## src/rtl/sync_fifo_flags.sv

```systemverilog
// rtl/sync_fifo_flags.sv - single-clock FIFO with almost flags, count, sticky errors, flush
// Registered read data; status is decoded from the registered pointers only.
module sync_fifo_flags #(
  parameter int DATA_WIDTH = 32,
  parameter int FIFO_DEPTH = 8,
  parameter int AF_LEVEL   = 6,
  parameter int AE_LEVEL   = 2
) (
  input  logic                          clk,
  input  logic                          rst_n,
  input  logic                          cs,
  input  logic                          wr_en,
  input  logic                          rd_en,
  input  logic                          flush,
  input  logic [DATA_WIDTH-1:0]         data_in,
  output logic [DATA_WIDTH-1:0]         data_out,
  output logic                          empty,
  output logic                          full,
  output logic                          almost_empty,
  output logic                          almost_full,
  output logic [$clog2(FIFO_DEPTH):0]   count,
  output logic                          overflow,
  output logic                          underflow
);

  localparam int AW = $clog2(FIFO_DEPTH);
  localparam int CW = AW + 1;
  localparam logic [CW-1:0] AF_LVL = CW'(AF_LEVEL);
  localparam logic [CW-1:0] AE_LVL = CW'(AE_LEVEL);
  localparam logic [CW-1:0] PTR_ONE = CW'(1);

  logic [DATA_WIDTH-1:0] mem [FIFO_DEPTH];

  logic [CW-1:0]         wptr_q, wptr_d;
  logic [CW-1:0]         rptr_q, rptr_d;
  logic                  overflow_q, overflow_d;
  logic                  underflow_q, underflow_d;
  logic [DATA_WIDTH-1:0] data_out_q, data_out_d;
  logic                  rd_acc, wr_acc, mem_we;

  assign count        = wptr_q - rptr_q;
  assign empty        = (wptr_q == rptr_q);
  assign full         = (wptr_q[AW] != rptr_q[AW]) && (wptr_q[AW-1:0] == rptr_q[AW-1:0]);
  assign almost_full  = (count >= AF_LVL);
  assign almost_empty = (count <= AE_LVL);
  assign overflow     = overflow_q;
  assign underflow    = underflow_q;
  assign data_out     = data_out_q;

  // A write at full is only admitted when a read frees a slot in the same cycle.
  always_comb begin
    rd_acc      = cs & rd_en & ~empty;
    wr_acc      = cs & wr_en & (~full | rd_acc);
    mem_we      = 1'b0;
    wptr_d      = wptr_q;
    rptr_d      = rptr_q;
    overflow_d  = overflow_q;
    underflow_d = underflow_q;
    data_out_d  = data_out_q;
    if (flush) begin
      wptr_d      = '0;
      rptr_d      = '0;
      overflow_d  = 1'b0;
      underflow_d = 1'b0;
      data_out_d  = '0;
    end else begin
      if (wr_acc) begin
        mem_we = 1'b1;
        wptr_d = wptr_q + PTR_ONE;
      end
      if (rd_acc) begin
        rptr_d     = rptr_q + PTR_ONE;
        data_out_d = mem[rptr_q[AW-1:0]];
      end
      if (cs & wr_en & ~wr_acc) overflow_d = 1'b1;
      if (cs & rd_en & ~rd_acc) underflow_d = 1'b1;
    end
  end

  always_ff @(posedge clk) begin
    if (mem_we) mem[wptr_q[AW-1:0]] <= data_in;
  end

  always_ff @(posedge clk or negedge rst_n) begin
    if (!rst_n) begin
      wptr_q      <= '0;
      rptr_q      <= '0;
      overflow_q  <= 1'b0;
      underflow_q <= 1'b0;
      data_out_q  <= '0;
    end else begin
      wptr_q      <= wptr_d;
      rptr_q      <= rptr_d;
      overflow_q  <= overflow_d;
      underflow_q <= underflow_d;
      data_out_q  <= data_out_d;
    end
  end

endmodule

```

## config.mk

```make
export PLATFORM = sky130hd
export DESIGN_NAME = sync_fifo_flags
export DESIGN_NICKNAME = d
export VERILOG_FILES = /design/src/rtl/sync_fifo_flags.sv
export SDC_FILE = /design/constraint.sdc
export NUM_CORES = 1
export LEC_CHECK = 0
export BUFFER_PORTS_ARGS = -buffer_cell sky130_fd_sc_hd__buf_2
export CORE_MARGIN = 5
export CORE_UTILIZATION = 45
export DETAILED_ROUTE_END_ITERATION = 16
export GPL_TIMING_DRIVEN = 0
export PLACE_DENSITY_LB_ADDON = 0.1
export SYNTH_ARGS = -nofsm -noshare
export SYNTH_HDL_FRONTEND = slang
export SYNTH_SLANG_ARGS = --single-unit
```

## constraint.sdc

```tcl
create_clock -name clk -period 5.6 [get_ports clk]
set_input_delay 0.28 -clock clk [delete_from_list [all_inputs] [get_ports clk]]
set_output_delay 0.28 -clock clk [all_outputs]
set_load 0.005 [all_outputs]
```

Yosys cells after proc, flatten, opt, wreduce, memory -nomap -nowiden
Memory sizes are Yosys's and may differ from the RTL's.
Cells that the tools add are included.
{"block": "word_totals", "latch_bits": 0, "word_cells": 44, "romBits": 0, "output_inout_bits": 42, "mem_count": 1, "mem_bits_rw": 256, "register_bits": 42, "input_bits": 38}
{"block": "classes", "n_reduce_logical": 5, "shifts": 0, "magnitude_cmp": 2, "eq_ne": 3, "div": 0, "add_sub_neg": 3, "bitwise_logic": 11, "muxes": 14, "n_mul": 0}
{"memory": "mem", "words": 8, "word_bits": 32, "read_ports": 1, "rd_clocked_by_memory_dff": 0, "write_ports": 1, "line": "32", "rtl": "logic [DATA_WIDTH-1:0] mem [FIFO_DEPTH];"}
{"operator": "two-way mux 32 bit", "n": 2}
{"operator": "two-way mux 4 bit", "n": 4}
{"operator": "adder 4 x 1 -> 4 bit (second input constant)", "n": 2}
{"operator": "two-way mux 1 bit", "n": 8}
{"operator": "nonzero test 2 bit", "n": 4}
{"operator": "AND 1 bit", "n": 6}
{"operator": "== test 4 bit", "n": 1}
{"operator": ">= comparator 4 x 3 -> 1 bit (second input constant)", "n": 1}
{"operator": "less-or-equal comparator 4 x 2 -> 1 bit (second input constant)", "n": 1}
{"operator": "NOT 1 bit", "n": 4}
{"operator": "subtractor 4 bit", "n": 1}
{"operator": "== test 3 bit", "n": 1}
{"operator": "logical AND 1 bit", "n": 1}
{"operator": "!= test 1 bit", "n": 1}
{"operator": "OR 1 bit", "n": 1}

Logic depth before layout (Yosys ltp)
Gate-level depths: netlist of the first run.
{"block": "logic_depth", "ltp_word": 9, "depth_mapped": 9, "ltp_nobuf": 6}

Worst setup path before layout of the first run
Ideal clock, no wire load.
{"block": "synth_path", "path_kind": "register to register", "startpoint": "register rptr_q[1]", "endpoint": "memory mem[1][0] (enable)", "path_stages_with_launch": 8, "path_slack_ns": 0.319, "t_arrival_ns": 4.780, "required_ns": 5.099, "setup_ns": 0.501, "path_cell_list": "dfrtp_1 clkbuf_1 inv_1 clkbuf_1 ha_1 nand3_1 o311ai_4 nor4_1"}
{"block": "synth_between", "elab_chain_len": 9, "elab_cells_between_ends": 12}
{"item": "start, declared", "line": "35", "rtl": "logic [CW-1:0] rptr_q, rptr_d;"}
{"item": "start signal, assigned", "line": "93", "rtl": "rptr_q <= rptr_d;"}
{"item": "== test 4 bit or == test 3 bit (tied branches)", "line": "42, 43"}
{"item": "NOT 1 bit or logical AND 1 bit (tied branches)", "line": "52, 43"}
{"item": "AND 1 bit or NOT 1 bit (tied branches)", "line": "52, 53"}
{"item": "OR 1 bit (*)", "line": "53", "rtl": "wr_acc = cs & wr_en & (~full | rd_acc);"}
{"item": "AND 1 bit (*)", "line": "53"}
{"item": "two-way mux 1 bit (*)", "line": "67", "rtl": "if (wr_acc) begin"}
{"item": "two-way mux 1 bit (*)", "line": "60", "rtl": "if (flush) begin"}
{"item": "two-way mux 1 bit (*)", "line": "81", "rtl": "if (mem_we) mem[wptr_q[AW-1:0]] <= data_in;"}
{"item": "two-way mux 1 bit (implied by the code) (*)", "line": "81"}
{"item": "end, declared", "line": "32"}
Mark *: on every way between the ends. The rest lies on a longest branch, timed or not.

Final worst setup path of the first run
{"block": "layout_path", "startpoint": "register rptr_q[1]", "endpoint": "memory mem[0][4] (enable)"}
Same word-level chain as after synthesis.

==> results of run 1 <==
==> layout by cell type, fill, tap and decap left out, drive strengths merged <==
cell / synthesis / routed
a211oi: 2 / 2
a21o: 1 / 1
a21oi: 5 / 5
a22o: 32 / 32
a31oi: 1 / 1
and3: 3 / 3
buf: 18 / 134
bufinv: 0 / 2
clkbuf: 11 / 56
clkinv: 0 / 8
dfrtp: 42 / 42
dlygate4sd3: 0 / 23
edfxtp: 256 / 256
fa: 1 / 1
ha: 5 / 5
inv: 7 / 7
mux2: 1 / 1
mux2i: 1 / 1
mux4: 64 / 64
nand2: 102 / 102
nand2b: 1 / 1
nand3: 4 / 4
nor2: 13 / 13
nor2b: 2 / 2
nor3: 5 / 5
nor4: 5 / 5
o21a: 1 / 1
o21ai: 3 / 3
o311ai: 1 / 1
o31ai: 1 / 1
or3: 1 / 1
xnor2: 5 / 5
xor2: 2 / 2
==> flip-flops by register name, indices dropped and copies added (netlist names) <==
name	count
rptr_q	4
data_out	32
underflow	1
mem	256
wptr_q	4
overflow	1
==> worst max-delay path, cell delays in order (launching register included) <==
cell	delay [ns]
sky130_fd_sc_hd__dfrtp_1	0.39
sky130_fd_sc_hd__clkbuf_1	0.47
sky130_fd_sc_hd__inv_1	0.27
sky130_fd_sc_hd__clkbuf_1	0.38
sky130_fd_sc_hd__ha_1	0.42
sky130_fd_sc_hd__nand3_1	0.26
sky130_fd_sc_hd__o311ai_4	0.22
sky130_fd_sc_hd__or3_1	0.43
sky130_fd_sc_hd__nor3_2	0.79
sky130_fd_sc_hd__buf_6	0.26
sky130_fd_sc_hd__buf_6	0.15
sky130_fd_sc_hd__buf_6	0.15
==> logic make-up (layout without fill, tap and decap cells) <==
kind of cell	after synthesis	after routing	share of synthesized area, %
compound gates	47	47	3.43
simple gates	136	136	4.92
mux	66	66	12.7
flops	298	298	76.0
xor+xnor	7	7	0.599
buf+inv	36	230	1.60
fa+ha+maj	6	6	0.718
==> metrics by stage <==
step,hold WS (ns),instances,setup WS [ns]
6_report,-0.0459,1120,1.10
2_1_floorplan,-0.0156,596,0.319
3_3_place_gp,0.480,1004,-4.25
3_5_place_dp,0.486,1042,1.12
5_1_grt,0.0109,1120,0.882
4_1_cts,0.00136,1120,1.08
==> worst min path at each step <==
| stage | cells after the start | start | endpoint |
|---|---|---|---|
| floorplan | 0 | rst_n | data_out[0] |
| global placement | 2 | underflow | underflow |
| detailed placement | 2 | overflow | overflow |
| CTS | 1 | rst_n | data_out[15] |
| global route | 1 | data_in[27] | mem[5][27] |
| finish | 1 | rst_n | rptr_q[3] |
==> cell usage after synthesis <==
cell type	count	area share, %
sky130_fd_sc_hd__edfxtp_1	256	67
sky130_fd_sc_hd__nand2_1	102	3.3
sky130_fd_sc_hd__mux4_2	64	13
sky130_fd_sc_hd__dfrtp_1	42	9.1
sky130_fd_sc_hd__a22o_1	32	2.4
sky130_fd_sc_hd__buf_2	12	0.52
sky130_fd_sc_hd__nor2_1	12	0.39
sky130_fd_sc_hd__clkbuf_1	11	0.36
sky130_fd_sc_hd__inv_1	7	0.23
sky130_fd_sc_hd__ha_1	5	0.54
sky130_fd_sc_hd__nor4_1	5	0.27
sky130_fd_sc_hd__a21oi_1	4	0.17
sky130_fd_sc_hd__buf_6	4	0.39
sky130_fd_sc_hd__nand3_1	4	0.17
sky130_fd_sc_hd__nor3_1	4	0.17
sky130_fd_sc_hd__xnor2_1	4	0.30
sky130_fd_sc_hd__and3_1	3	0.16
sky130_fd_sc_hd__o21ai_0	3	0.13
sky130_fd_sc_hd__a211oi_1	2	0.13
sky130_fd_sc_hd__nor2b_1	2	0.11
sky130_fd_sc_hd__xor2_1	2	0.15
sky130_fd_sc_hd__a21o_1	1	0.065
sky130_fd_sc_hd__a21oi_2	1	0.076
sky130_fd_sc_hd__a31oi_1	1	0.054
sky130_fd_sc_hd__buf_1	1	0.033
sky130_fd_sc_hd__buf_4	1	0.065
sky130_fd_sc_hd__fa_1	1	0.17
sky130_fd_sc_hd__mux2_2	1	0.098
sky130_fd_sc_hd__mux2i_1	1	0.087
sky130_fd_sc_hd__nand2b_1	1	0.054
sky130_fd_sc_hd__nor2_2	1	0.054
sky130_fd_sc_hd__nor3_4	1	0.14
sky130_fd_sc_hd__o21a_1	1	0.065
sky130_fd_sc_hd__o311ai_4	1	0.23
sky130_fd_sc_hd__o31ai_1	1	0.065
sky130_fd_sc_hd__or3_1	1	0.054
sky130_fd_sc_hd__xnor2_2	1	0.14
==> final cells by class <==
| class | instances | area, sq um |
|---|---|---|
| inverters | 7 | 26.3 |
| clock buffers | 45 | 928 |
| multi-input cells | 262 | 2620 |
| repair buffers | 139 | 985 |
| clock inverters | 10 | 97.6 |
| fillers | 1973 | 11200 |
| flip-flops and latches | 298 | 8740 |
| well taps | 330 | 413 |
| plain buffers | 29 | 158 |
==> what timing repair did <==
action,CTS,global route
hold buffers,23,0
endpoints found under the hold margin,167,0
endpoints found under the setup margin,0,0
==> layer usage <==
layer	share of wire, %	up-vias	track usage (%)
met3	4.6	33	2.76
met2	50	147	30.8
met5	0	-	0
met4	1.7	0	4.20
li1	-	2699	-
met1	44	3185	24.8
==> power groups by stage <==
stage | combinational, mW | sequential (mW) | clock, mW
after global placement | 0.226 | 2.49 | 0
after detailed placement | 0.239 | 2.49 | 0
after global routing | 0.274 | 2.45 | 2.16
final | 0.247 | 2.45 | 2.03
after CTS | 0.253 | 2.45 | 2.08
after floorplan | 0.134 | 2.49 | 0
==> metrics.log, run 1 <==
[metrics] Cell Area, Placed: 0.0127 sq mm
[metrics] Highest Clock Rate: 222 MHz
[metrics] Arr. time, crit path: 4.75 ns
[metrics] clock power share: 42.9%
[metrics] number of setup violations in the final report: 0
[metrics] Sw Ratio: 20.1%
[metrics] worst-path maximum fanout: 10
[metrics] global-route wire length before repair: 39.5 mm
[metrics] maximum buffer depth of the clock tree: 3
[metrics] clock network latency to the later pin of the worst-skew pair: 0.54 ns
[metrics] GRT Util Overall: 18.0%
[metrics] summed negative setup slack over all endpoints: 0 ns
[metrics] setup slack on the worst flop-to-flop path: 1.10 ns
[metrics] via count of the routed design: 6064
[metrics] synthesized net count: 640
[metrics] summed instance area of the synthesized netlist: 0.0115 sq mm
[metrics] Design Area, Final: 0.0140 sq mm
[metrics] Synth cell types: 37
[metrics] overflow left after global routing: 0
[metrics] placed wire-length estimate: 17.2 mm
[metrics] share of final-layout standard cells stronger than drive strength 1: 32.9%
[metrics] Port Buffers: 78
[metrics] clock tree root driver cell: sky130_fd_sc_hd__clkbuf_16
[metrics] initial detailed-routing violation count: 371
[metrics] clock slew at the register clock pins of the worst setup and hold paths: 0.06 ns
[metrics] full die area: 0.0288 sq mm
[metrics] crit path time final: 4.50 ns
[metrics] category of the worst setup path capture point: register
[metrics] termination of the worst setup path: mem[0][4]
[metrics] routed length per placed instance: 22.9 um
[metrics] unrepaired setup endpoints after global routing: false
[metrics] VDD IR-drop max: 0.192 mV
[metrics] portion of total power attributed to combinational logic: 5.2%
[metrics] number of buffers created by CTS: 30
[metrics] Resized Gates After CTS: 0
[metrics] length in cells of the worst reg-to-reg path: 11
[metrics] final routed DRC violation total: 0
[metrics] number of search-and-repair iterations in the first detailed-routing pass: 4
[metrics] DRT antenna net count: 0
[metrics] number of flip-flops and latches in the synthesized netlist: 298
[metrics] Syn Inst Count: 596
[metrics] path category of the worst min-delay check: input pin to asynchronous set/reset pin
[metrics] routed vias/inst: 5.41
[metrics] Net count, final: 811
[metrics] critical path startpoint category: register
[metrics] crit path kind: register to register
[metrics] tightest hold margin: -0.0459 ns
[metrics] startpoint of the worst register-to-register path: rptr_q[1]
[metrics] TritonCTS clock tree: yes
[metrics] total power density per cell area: 338 mW/mm^2
[metrics] syn_area_per_cell: 19.3 sq um
[metrics] transition at the pin with the smallest max-transition slack: 1.14 ns
[metrics] CP required: 5.85 ns
[metrics] switching power total: 948 uW
[metrics] Core Box Area: 0.0252 sq mm
[metrics] endpoint of the lowest-slack register-to-register path: mem[0][4]
[metrics] portion of total power attributed to sequential cells: 51.8%
[metrics] number of synthesis warnings: 0
[metrics] level count of the clock H-tree: 1
[metrics] sequential area share after synthesis: 76.0%
[metrics] Worst slew margin: 23.8%
[metrics] number of sinks on the clock net: 298
[metrics] pin count of the biggest net entering global routing: 43
[metrics] Final Skew: 0.00531 ns
[metrics] fin util: 55.5%
[metrics] routability-driven placement congestion ratio: 0.794
[metrics] postcts setup bufs: 0
[metrics] P_leak: 5.08 nW
[metrics] launch point of the worst path: rptr_q[1]
[metrics] final cycle utilization of the critical path: 80.3%
[metrics] max-slew violations: 0
[metrics] final WL: 25.6 mm
[metrics] number of top-level design ports: 80
[metrics] post-layout total power: 4.72 mW
[metrics] Internal Pwr Total: 3.77 mW
[metrics] hold violation total from the final report: 42
[metrics] number of antenna cells inserted: 0
[metrics] Cell Rows: 58
[metrics] antenna violations before repair: 0
[metrics] number of maximum-capacitance constraint violations: 0
[metrics] failing checks: negative hold slack
[metrics] die width: 170 um
[metrics] Starting Density: 45.7%
[metrics] area grow syn2layout: 21.5%
[metrics] via count of the first global-routing pass: 6527
[metrics] status: complete, but fails checks
[metrics] y dimension of the die: 170 um
No activity file was read; power rests on OpenSTA's default activity.
==> run 2, diff against run 1 <==
--- a/config.mk
+++ b/config.mk
@@ -5,6 +5,7 @@
 export SDC_FILE = /design/constraint.sdc
 export NUM_CORES = 1
 export LEC_CHECK = 0
+export ABC_AREA = 1
 export BUFFER_PORTS_ARGS = -buffer_cell sky130_fd_sc_hd__buf_2
 export CORE_MARGIN = 5
 export CORE_UTILIZATION = 45
==> constraint.sdc (replaced) <==
create_clock -name clk -period 4.2 [get_ports clk]
set_input_delay 0.21 -clock clk [delete_from_list [all_inputs] [get_ports clk]]
set_output_delay 0.21 -clock clk [all_outputs]
set_load 0.005 [all_outputs]
==> metrics.log, run 2 <==
[metrics] unrepaired setup endpoints after global routing: false
[metrics] fill cell count: 2416 (+22%)
[metrics] synthesized net count: 1235 (+93%)
[metrics] transition at the pin with the smallest max-transition slack: 1.16 ns (+0.0198 ns)
[metrics] post-place setup slack: 0.552 ns (-0.572 ns)
[metrics] Syn Inst Count: 1191 (+100%)
[metrics] maximum buffer depth of the clock tree: 3 (unchanged)
[metrics] final cycle utilization of the critical path: 88.9% (+8.6 points)
[metrics] VDD IR-drop max: 0.323 mV (+68%)
[metrics] via count of the first global-routing pass: 8351 (+28%)
[metrics] Finished Layout Cells: 1756 (+57%)
[metrics] largest cells by area after synthesis: sky130_fd_sc_hd__edfxtp_1 61%, sky130_fd_sc_hd__nand2_1 14%, sky130_fd_sc_hd__dfrtp_1 8.3%
[metrics] startpoint of the worst register-to-register path: rptr_q[2]
[metrics] worst-path maximum fanout: 10 (unchanged)
[metrics] CP required: 4.45 ns (-1.40 ns)
[metrics] DRT antenna net count: 0 (unchanged)
[metrics] count leader, synth: sky130_fd_sc_hd__nand2_1
[metrics] termination of the worst setup path: mem[3][17]
[metrics] GRT Util Overall: 20.7% (+2.6 points)
[metrics] max-slew violations: 0 (unchanged)
[metrics] Core Box Area: 0.0277 sq mm (+10%)
[metrics] Synth cell types: 28 (-24%)
[metrics] post-synth top area cell: sky130_fd_sc_hd__edfxtp_1
[metrics] number of sinks on the clock net: 298 (unchanged)
[metrics] Critical Path, Cell by Cell: buf_2 -> inv_1 -> buf_2 -> ha_1 -> nand2_1 -> nor2_4 -> nand3_1 -> nand3_1 -> nor3_2 -> buf_6
[metrics] die width: 177 um (+4.5%)
[metrics] met2 track demand over resource: 34.0% (+3.2 points)
[metrics] clock tree root driver cell: sky130_fd_sc_hd__clkbuf_16
[metrics] antenna violations before repair: 0 (unchanged)
[metrics] setup slack on the worst flop-to-flop path: 0.47 ns (-0.63 ns)
[metrics] Final Skew: 0.00786 ns (+0.00256 ns)
[metrics] final WL: 32.4 mm (+26%)
[metrics] syn_area_per_cell: 10.6 sq um (-45%)
[metrics] hold violation total from the final report: 0 (-100%)
[metrics] largest stage delay on the critical path: 0.85 ns (+0.06 ns)
[metrics] global-route wire length before repair: 49.2 mm (+25%)
[metrics] category of the worst setup path capture point: register
[metrics] number of antenna cells inserted: 0 (unchanged)
[metrics] endpoint of the lowest-slack register-to-register path: mem[3][17]
[metrics] Design Area, Final: 0.0151 sq mm (+8.5%)
[metrics] P_leak: 6.72 nW (+32%)
[metrics] most frequent cells in the layout: 465 x sky130_fd_sc_hd__nand2_1, 256 x sky130_fd_sc_hd__edfxtp_1, 170 x sky130_fd_sc_hd__nand3_1, 143 x sky130_fd_sc_hd__inv_1, 112 x sky130_fd_sc_hd__buf_2
[metrics] leading cell types by count after synthesis: 465 x sky130_fd_sc_hd__nand2_1, 256 x sky130_fd_sc_hd__edfxtp_1, 170 x sky130_fd_sc_hd__nand3_1
[metrics] Arr. time, crit path: 3.98 ns (-0.77 ns)
[metrics] summed negative setup slack over all endpoints: 0 ns (unchanged)
[metrics] post-layout total power: 6.86 mW (+45%)
[metrics] path category of the worst min-delay check: input pin to register
[metrics] number of top-level design ports: 80 (unchanged)
[metrics] crit path time final: 3.73 ns (-0.765 ns)
[metrics] number of setup violations in the final report: 0 (unchanged)
[metrics] grt peak-use layer: met2
[metrics] Cell Rows: 61 (+5.2%)
[metrics] y dimension of the die: 177 um (+4.5%)
[metrics] initial detailed-routing violation count: 724 (+95%)
[metrics] most frequent standard cell in the layout excluding fill and tap cells: sky130_fd_sc_hd__nand2_1
[metrics] number of buffers created by CTS: 31 (+3.3%)
[metrics] sequential area share after synthesis: 69.2% (-6.8 points)
[metrics] placed wire-length estimate: 20.5 mm (+19%)
[metrics] TritonCTS clock tree: yes
[metrics] via count of the routed design: 8670 (+43%)
[metrics] critical path startpoint category: register
[metrics] number of maximum-capacitance constraint violations: 0 (unchanged)
[metrics] share of final-layout standard cells stronger than drive strength 1: 15.4% (-18 points)
[metrics] Resized Gates After CTS: 0 (unchanged)
[metrics] Starting Density: 45.5% (-0.10 points)
[metrics] setup slack of the critical path after layout: 0.468 ns (-0.635 ns)
[metrics] overflow left after global routing: 0 (unchanged)
[metrics] met3 usage: 2.43% (-0.34 points)
[metrics] Net count, final: 1397 (+72%)
[metrics] Port Buffers: 79 (+1.3%)
[metrics] share of synthesized registers carrying an async set or reset: 14.1% (unchanged)
[metrics] Worst slew margin: 22.5% (-1.3 points)
[metrics] final routed DRC violation total: 0 (unchanged)
[metrics] clock slew at the register clock pins of the worst setup and hold paths: 0.06 ns (about the same)
[metrics] Synth top area share: 60.9% (-6.0 points)
[metrics] number of flip-flops and latches in the synthesized netlist: 298 (unchanged)
[metrics] level count of the clock H-tree: 1 (unchanged)
[metrics] routed length per placed instance: 18.4 um (-19%)
[metrics] met1 usage: 29.5% (+4.7 points)
[metrics] pin count of the biggest net entering global routing: 43 (unchanged)
[metrics] full die area: 0.0315 sq mm (+9.2%)
[metrics] dominant register cell in the synthesized netlist: sky130_fd_sc_hd__edfxtp_1
[metrics] number of synthesis warnings: 0 (unchanged)
[metrics] routed vias/inst: 4.94 (-8.8%)
[metrics] routability-driven placement congestion ratio: 0.774 (-2.6%)
[metrics] clock network latency to the later pin of the worst-skew pair: 0.55 ns (about the same)
[metrics] crit path kind: register to register
[metrics] Cell Area, Placed: 0.0138 sq mm (+8.3%)
[metrics] summed instance area of the synthesized netlist: 0.0126 sq mm (+9.8%)
[metrics] flip-flop count of the largest register, all copies and words added: 256 (unchanged)
[metrics] count of placed standard cells including taps: 1664 (+60%)
[metrics] CP max-delay cell: sky130_fd_sc_hd__nor3_2
[metrics] total power density per cell area: 453 mW/mm^2 (+34%)
[metrics] number of search-and-repair iterations in the first detailed-routing pass: 5 (+1)
[metrics] number of enable-type register cells in the synthesized netlist: 256 (unchanged)
[metrics] length in cells of the worst reg-to-reg path: 10 (-1)
[metrics] status: finished clean
[metrics] area grow syn2layout: 20.0%
[metrics] Highest Clock Rate: 268 MHz (+21%)
[metrics] launch point of the worst path: rptr_q[2]
==> run 2: cell types whose count changed in the layout (fill, tap and decap cells not counted), moves of 15 or more <==
cell	previous run	this run
sky130_fd_sc_hd__buf_2	90	112
sky130_fd_sc_hd__nand2_1	102	465
sky130_fd_sc_hd__inv_1	7	143
sky130_fd_sc_hd__nand3_1	4	170
sky130_fd_sc_hd__buf_4	19	4
sky130_fd_sc_hd__mux4_2	64	0
sky130_fd_sc_hd__a22o_1	32	0
==> run 2: worst min path at each step <==
stage / from / depth (start not counted) / to
3_3_place_gp: data_out[4] / 2 / data_out[4]
6_report: wr_en / 4 / overflow
3_5_place_dp: data_out[0] / 2 / data_out[0]
5_1_grt: rd_en / 4 / underflow
4_1_cts: wr_en / 4 / overflow
2_1_floorplan: rst_n / 0 / data_out[0]
==> run 2: routing by layer <==
layer  routed length [um]  vias to the layer above  part of all wire (%)
met5                    0                        -                     0
met4                  738                        0                   2.3
met3                 1760                       50                   5.4
met2                15200                      275                    47
met1                14700                     4143                    45
li1                     -                     4202                     -
==> run 2: final cells by class <==
class | count | area (sq um) | share of cell area (%)
Sequential cell | 298 | 8740 | 57.7
Multi-Input combinational cell | 688 | 3050 | 20.1
Timing Repair Buffer | 129 | 960 | 6.34
Clock buffer | 42 | 827 | 5.46
Inverter | 147 | 559 | 3.69
Tap cell | 378 | 473 | 3.12
Buffer | 58 | 324 | 2.14
Clock inverter | 16 | 216 | 1.43
==> run 2: logic make-up after synthesis <==
| family | after synthesis | synth area share, % |
|---|---|---|
| AOI/OAI and AO/OA | 7 | 0.317 |
| xor gates and xnor gates | 6 | 0.416 |
| adders and majority gates | 6 | 0.654 |
| buffers and inverters | 205 | 7.00 |
| DFF | 298 | 69.2 |
| and+or+nand+nor | 669 | 22.4 |
==> run 2: stage by stage <==
step | hold slack (ns) | util (%)
global placement | 0.458 | 48.7
finish | 0.0426 | 54.7
floorplan | -0.0856 | -
CTS | 0.0312 | 54.7
detailed placement | 0.461 | 49.7
global route | 0.0864 | 54.7
==> run 2: worst max-delay path: cells and delay by family (launching register included) <==
| family | cells | cell delay, ns |
|---|---|---|
| buffers and inverters | 4 | 1.13 |
| flip-flops | 1 | 0.35 |
| AND/OR/NAND/NOR | 5 | 1.58 |
| adder cells (fa/ha/maj) | 1 | 0.35 |
==> run 2: where the power goes <==
part | switching (mW) | internal, mW
combinational | 0.536 | 0.249
sequential | 0.0205 | 3.26
clock | 1.11 | 1.69
total | 1.66 | 5.20
==> run 2: repair_timing <==
action,CTS,global route
hold buffers,34,0
setup buffers,0,0
endpoints found under the setup margin,0,0
endpoints found under the hold margin,299,0
==> run 3, diff against run 2 <==
--- a/config.mk
+++ b/config.mk
@@ -8,7 +8,7 @@
 export ABC_AREA = 1
 export BUFFER_PORTS_ARGS = -buffer_cell sky130_fd_sc_hd__buf_2
 export CORE_MARGIN = 5
-export CORE_UTILIZATION = 45
+export CORE_UTILIZATION = 55
 export DETAILED_ROUTE_END_ITERATION = 16
 export GPL_TIMING_DRIVEN = 0
 export PLACE_DENSITY_LB_ADDON = 0.1
==> metrics.log, run 3 (synthesis gave the netlist of run 2 again) <==
[metrics] number of setup violations in the final report: 0 (unchanged)
[metrics] post-layout total power: 6.67 mW (-2.7%)
[metrics] number of sinks on the clock net: 298 (unchanged)
[metrics] CP max-delay cell: sky130_fd_sc_hd__nor3_2
[metrics] crit path kind: register to register
[metrics] crit path time final: 3.66 ns (-0.0704 ns)
[metrics] routed length per placed instance: 18.7 um (+1.5%)
[metrics] number of search-and-repair iterations in the first detailed-routing pass: 5 (unchanged)
[metrics] number of maximum-capacitance constraint violations: 0 (unchanged)
[metrics] fin util: 66.1% (+11 points)
[metrics] maximum buffer depth of the clock tree: 3 (unchanged)
[metrics] routability-driven placement congestion ratio: 0.782 (+1.1%)
[metrics] setup slack on the worst flop-to-flop path: 0.54 ns (+0.07 ns)
[metrics] Final Skew: 0.00789 ns (+0.0000251 ns)
[metrics] termination of the worst setup path: mem[3][13]
[metrics] y dimension of the die: 161 um (-9.0%)
[metrics] antenna violations before repair: 0 (unchanged)
[metrics] final cycle utilization of the critical path: 87.2% (-1.7 points)
[metrics] routed vias/inst: 5.23 (+5.9%)
[metrics] area grow syn2layout: 18.6%
[metrics] area taken by flip-flops and latches: 0.00874 sq mm (unchanged)
[metrics] Cell Rows: 55 (-9.8%)
[metrics] final WL: 31.1 mm (-3.9%)
[metrics] final routed DRC violation total: 0 (unchanged)
[metrics] GRT Util Overall: 24.2% (+3.5 points)
[metrics] startpoint of the worst register-to-register path: rptr_q[2]
[metrics] DRT antenna net count: 0 (unchanged)
[metrics] initial detailed-routing violation count: 689 (-4.8%)
[metrics] worst-path maximum fanout: 10 (unchanged)
[metrics] transition at the pin with the smallest max-transition slack: 1.12 ns (-0.0444 ns)
[metrics] unrepaired setup endpoints after global routing: false
[metrics] most frequent standard cell in the layout excluding fill and tap cells: sky130_fd_sc_hd__nand2_1
[metrics] number of antenna cells inserted: 0 (unchanged)
[metrics] Arr. time, crit path: 3.92 ns (-0.06 ns)
[metrics] length in cells of the worst reg-to-reg path: 12 (+2)
[metrics] hold violation total from the final report: 0 (unchanged)
[metrics] die width: 161 um (-9.0%)
[metrics] full die area: 0.0261 sq mm (-17%)
[metrics] fill cell count: 1761 (-27%)
[metrics] category of the worst setup path capture point: register
[metrics] clock tree root driver cell: sky130_fd_sc_hd__clkbuf_16
[metrics] Core Box Area: 0.0226 sq mm (-18%)
[metrics] number of top-level design ports: 80 (unchanged)
[metrics] endpoint of the lowest-slack register-to-register path: mem[3][13]
[metrics] largest stage delay on the critical path: 0.60 ns (-0.25 ns)
[metrics] Finished Layout Cells: 1662 (-5.4%)
[metrics] Cell Area, Placed: 0.0137 sq mm (-0.68%)
[metrics] Design Area, Final: 0.0150 sq mm (-1.2%)
[metrics] placed wire-length estimate: 19.9 mm (-2.8%)
[metrics] CP required: 4.45 ns (about the same)
[metrics] VDD IR-drop max: 0.320 mV (-1.2%)
[metrics] global-route wire length before repair: 48.5 mm (-1.3%)
[metrics] path category of the worst min-delay check: input pin to register
[metrics] share of final-layout standard cells stronger than drive strength 1: 15.6% (+0.23 points)
[metrics] most frequent cells in the layout: 465 x sky130_fd_sc_hd__nand2_1, 256 x sky130_fd_sc_hd__edfxtp_1, 170 x sky130_fd_sc_hd__nand3_1, 143 x sky130_fd_sc_hd__inv_1, 112 x sky130_fd_sc_hd__buf_2
[metrics] Starting Density: 55.7% (+10 points)
[metrics] total power density per cell area: 446 mW/mm^2 (-1.6%)
[metrics] Critical Path, Cell by Cell: buf_2 -> inv_1 -> buf_2 -> ha_1 -> nand2_1 -> nor2_4 -> nand3_1 -> nand3_1 -> nor3_2 -> buf_6 -> buf_8 -> buf_6
[metrics] count of placed standard cells including taps: 1572 (-5.5%)
[metrics] Net count, final: 1397 (unchanged)
[metrics] Resized Gates After CTS: 0 (unchanged)
[metrics] status: finished clean
[metrics] critical path startpoint category: register
[metrics] via count of the routed design: 8690 (+0.23%)
[metrics] launch point of the worst path: rptr_q[2]
[metrics] max-slew violations: 0 (unchanged)
[metrics] flip-flop count of the largest register, all copies and words added: 256 (unchanged)
[metrics] P_leak: 6.70 nW (-0.26%)
[metrics] Highest Clock Rate: 273 MHz (+1.9%)
[metrics] pin count of the biggest net entering global routing: 43 (unchanged)
[metrics] multi-input combinational cell area: 0.00305 sq mm (unchanged)
[metrics] postcts setup bufs: 0 (unchanged)
[metrics] clock network latency to the later pin of the worst-skew pair: 0.55 ns (about the same)
[metrics] clock slew at the register clock pins of the worst setup and hold paths: 0.06 ns (about the same)
[metrics] Worst slew margin: 25.4% (+3.0 points)
[metrics] level count of the clock H-tree: 1 (unchanged)
[metrics] TritonCTS clock tree: yes
[metrics] via count of the first global-routing pass: 8753 (+4.8%)
[metrics] overflow left after global routing: 0 (unchanged)
[metrics] Port Buffers: 79 (unchanged)
[metrics] number of buffers created by CTS: 31 (unchanged)
run 3: changes by cell type in the layout (fill, tap and decap cells not counted), sizes merged:
cell	change
clkinv	+8
clkbuf	-4
bufinv	-3
inv	-2
buf	+1
dlygate4sd3	-1
run 3: worst min-delay path by stage:
stage / slack, ns / to / cells past startpoint / startpoint
detailed placement: 0.46 / data_out[28] / 2 / data_out[28]
finish: 0.03 / rptr_q[3] / 4 / flush
floorplan: -0.09 / data_out[0] / 0 / rst_n
global placement: 0.46 / data_out[3] / 2 / data_out[3]
CTS: 0.01 / rptr_q[3] / 4 / flush
global route: 0.05 / rptr_q[3] / 4 / flush
run 3: cell type report:
| class | instances | area share [%] |
|---|---|---|
| Tap cell | 285 | 2.38 |
| Inverter | 147 | 3.74 |
| Buffer | 58 | 2.16 |
| Clock buffer | 38 | 5.49 |
| Clock inverter | 19 | 0.978 |
| Timing Repair Buffer | 129 | 6.49 |
| Sequential cell | 298 | 58.4 |
| Multi-Input combinational cell | 688 | 20.4 |
run 3: timing repair:
item                                    in CTS  in global routing
hold endpoints to repair                   298                  0
hold buffers                                33                  0
endpoints found under the setup margin       0                  0
run 3: layer usage:
layer	wire length (um)	track usage (%)
met3	2360	3.16
met1	13000	34.0
met2	15000	39.8
met5	0	0
met4	713	7.29
run 3: power by group:
part	switching [mW]	leakage (nW)	internal [mW]
Clock	1.11	0.484	1.51
Combinational	0.525	3.33	0.248
Sequential	0.0198	2.88	3.26
Total	1.66	6.70	5.01
run 3: critical path, delay by kind of cell (launching register included):
family,cells,cell delay [ns]
simple gates,5,1.31
buf+inv,6,1.34
flops,1,0.35
fa+ha+maj,1,0.35
run 3: per-stage QoR:
step / setup TNS, ns / worst slack (ns) / hold WS [ns]
6_report: 0 / 0.538 / 0.0310
5_1_grt: 0 / 0.341 / 0.0454
4_1_cts: 0 / 0.547 / 0.0107
3_5_place_dp: 0 / 0.562 / 0.461
3_3_place_gp: -449.13 / -3.11 / 0.457
2_1_floorplan: -5.55 / -0.0579 / -0.0856
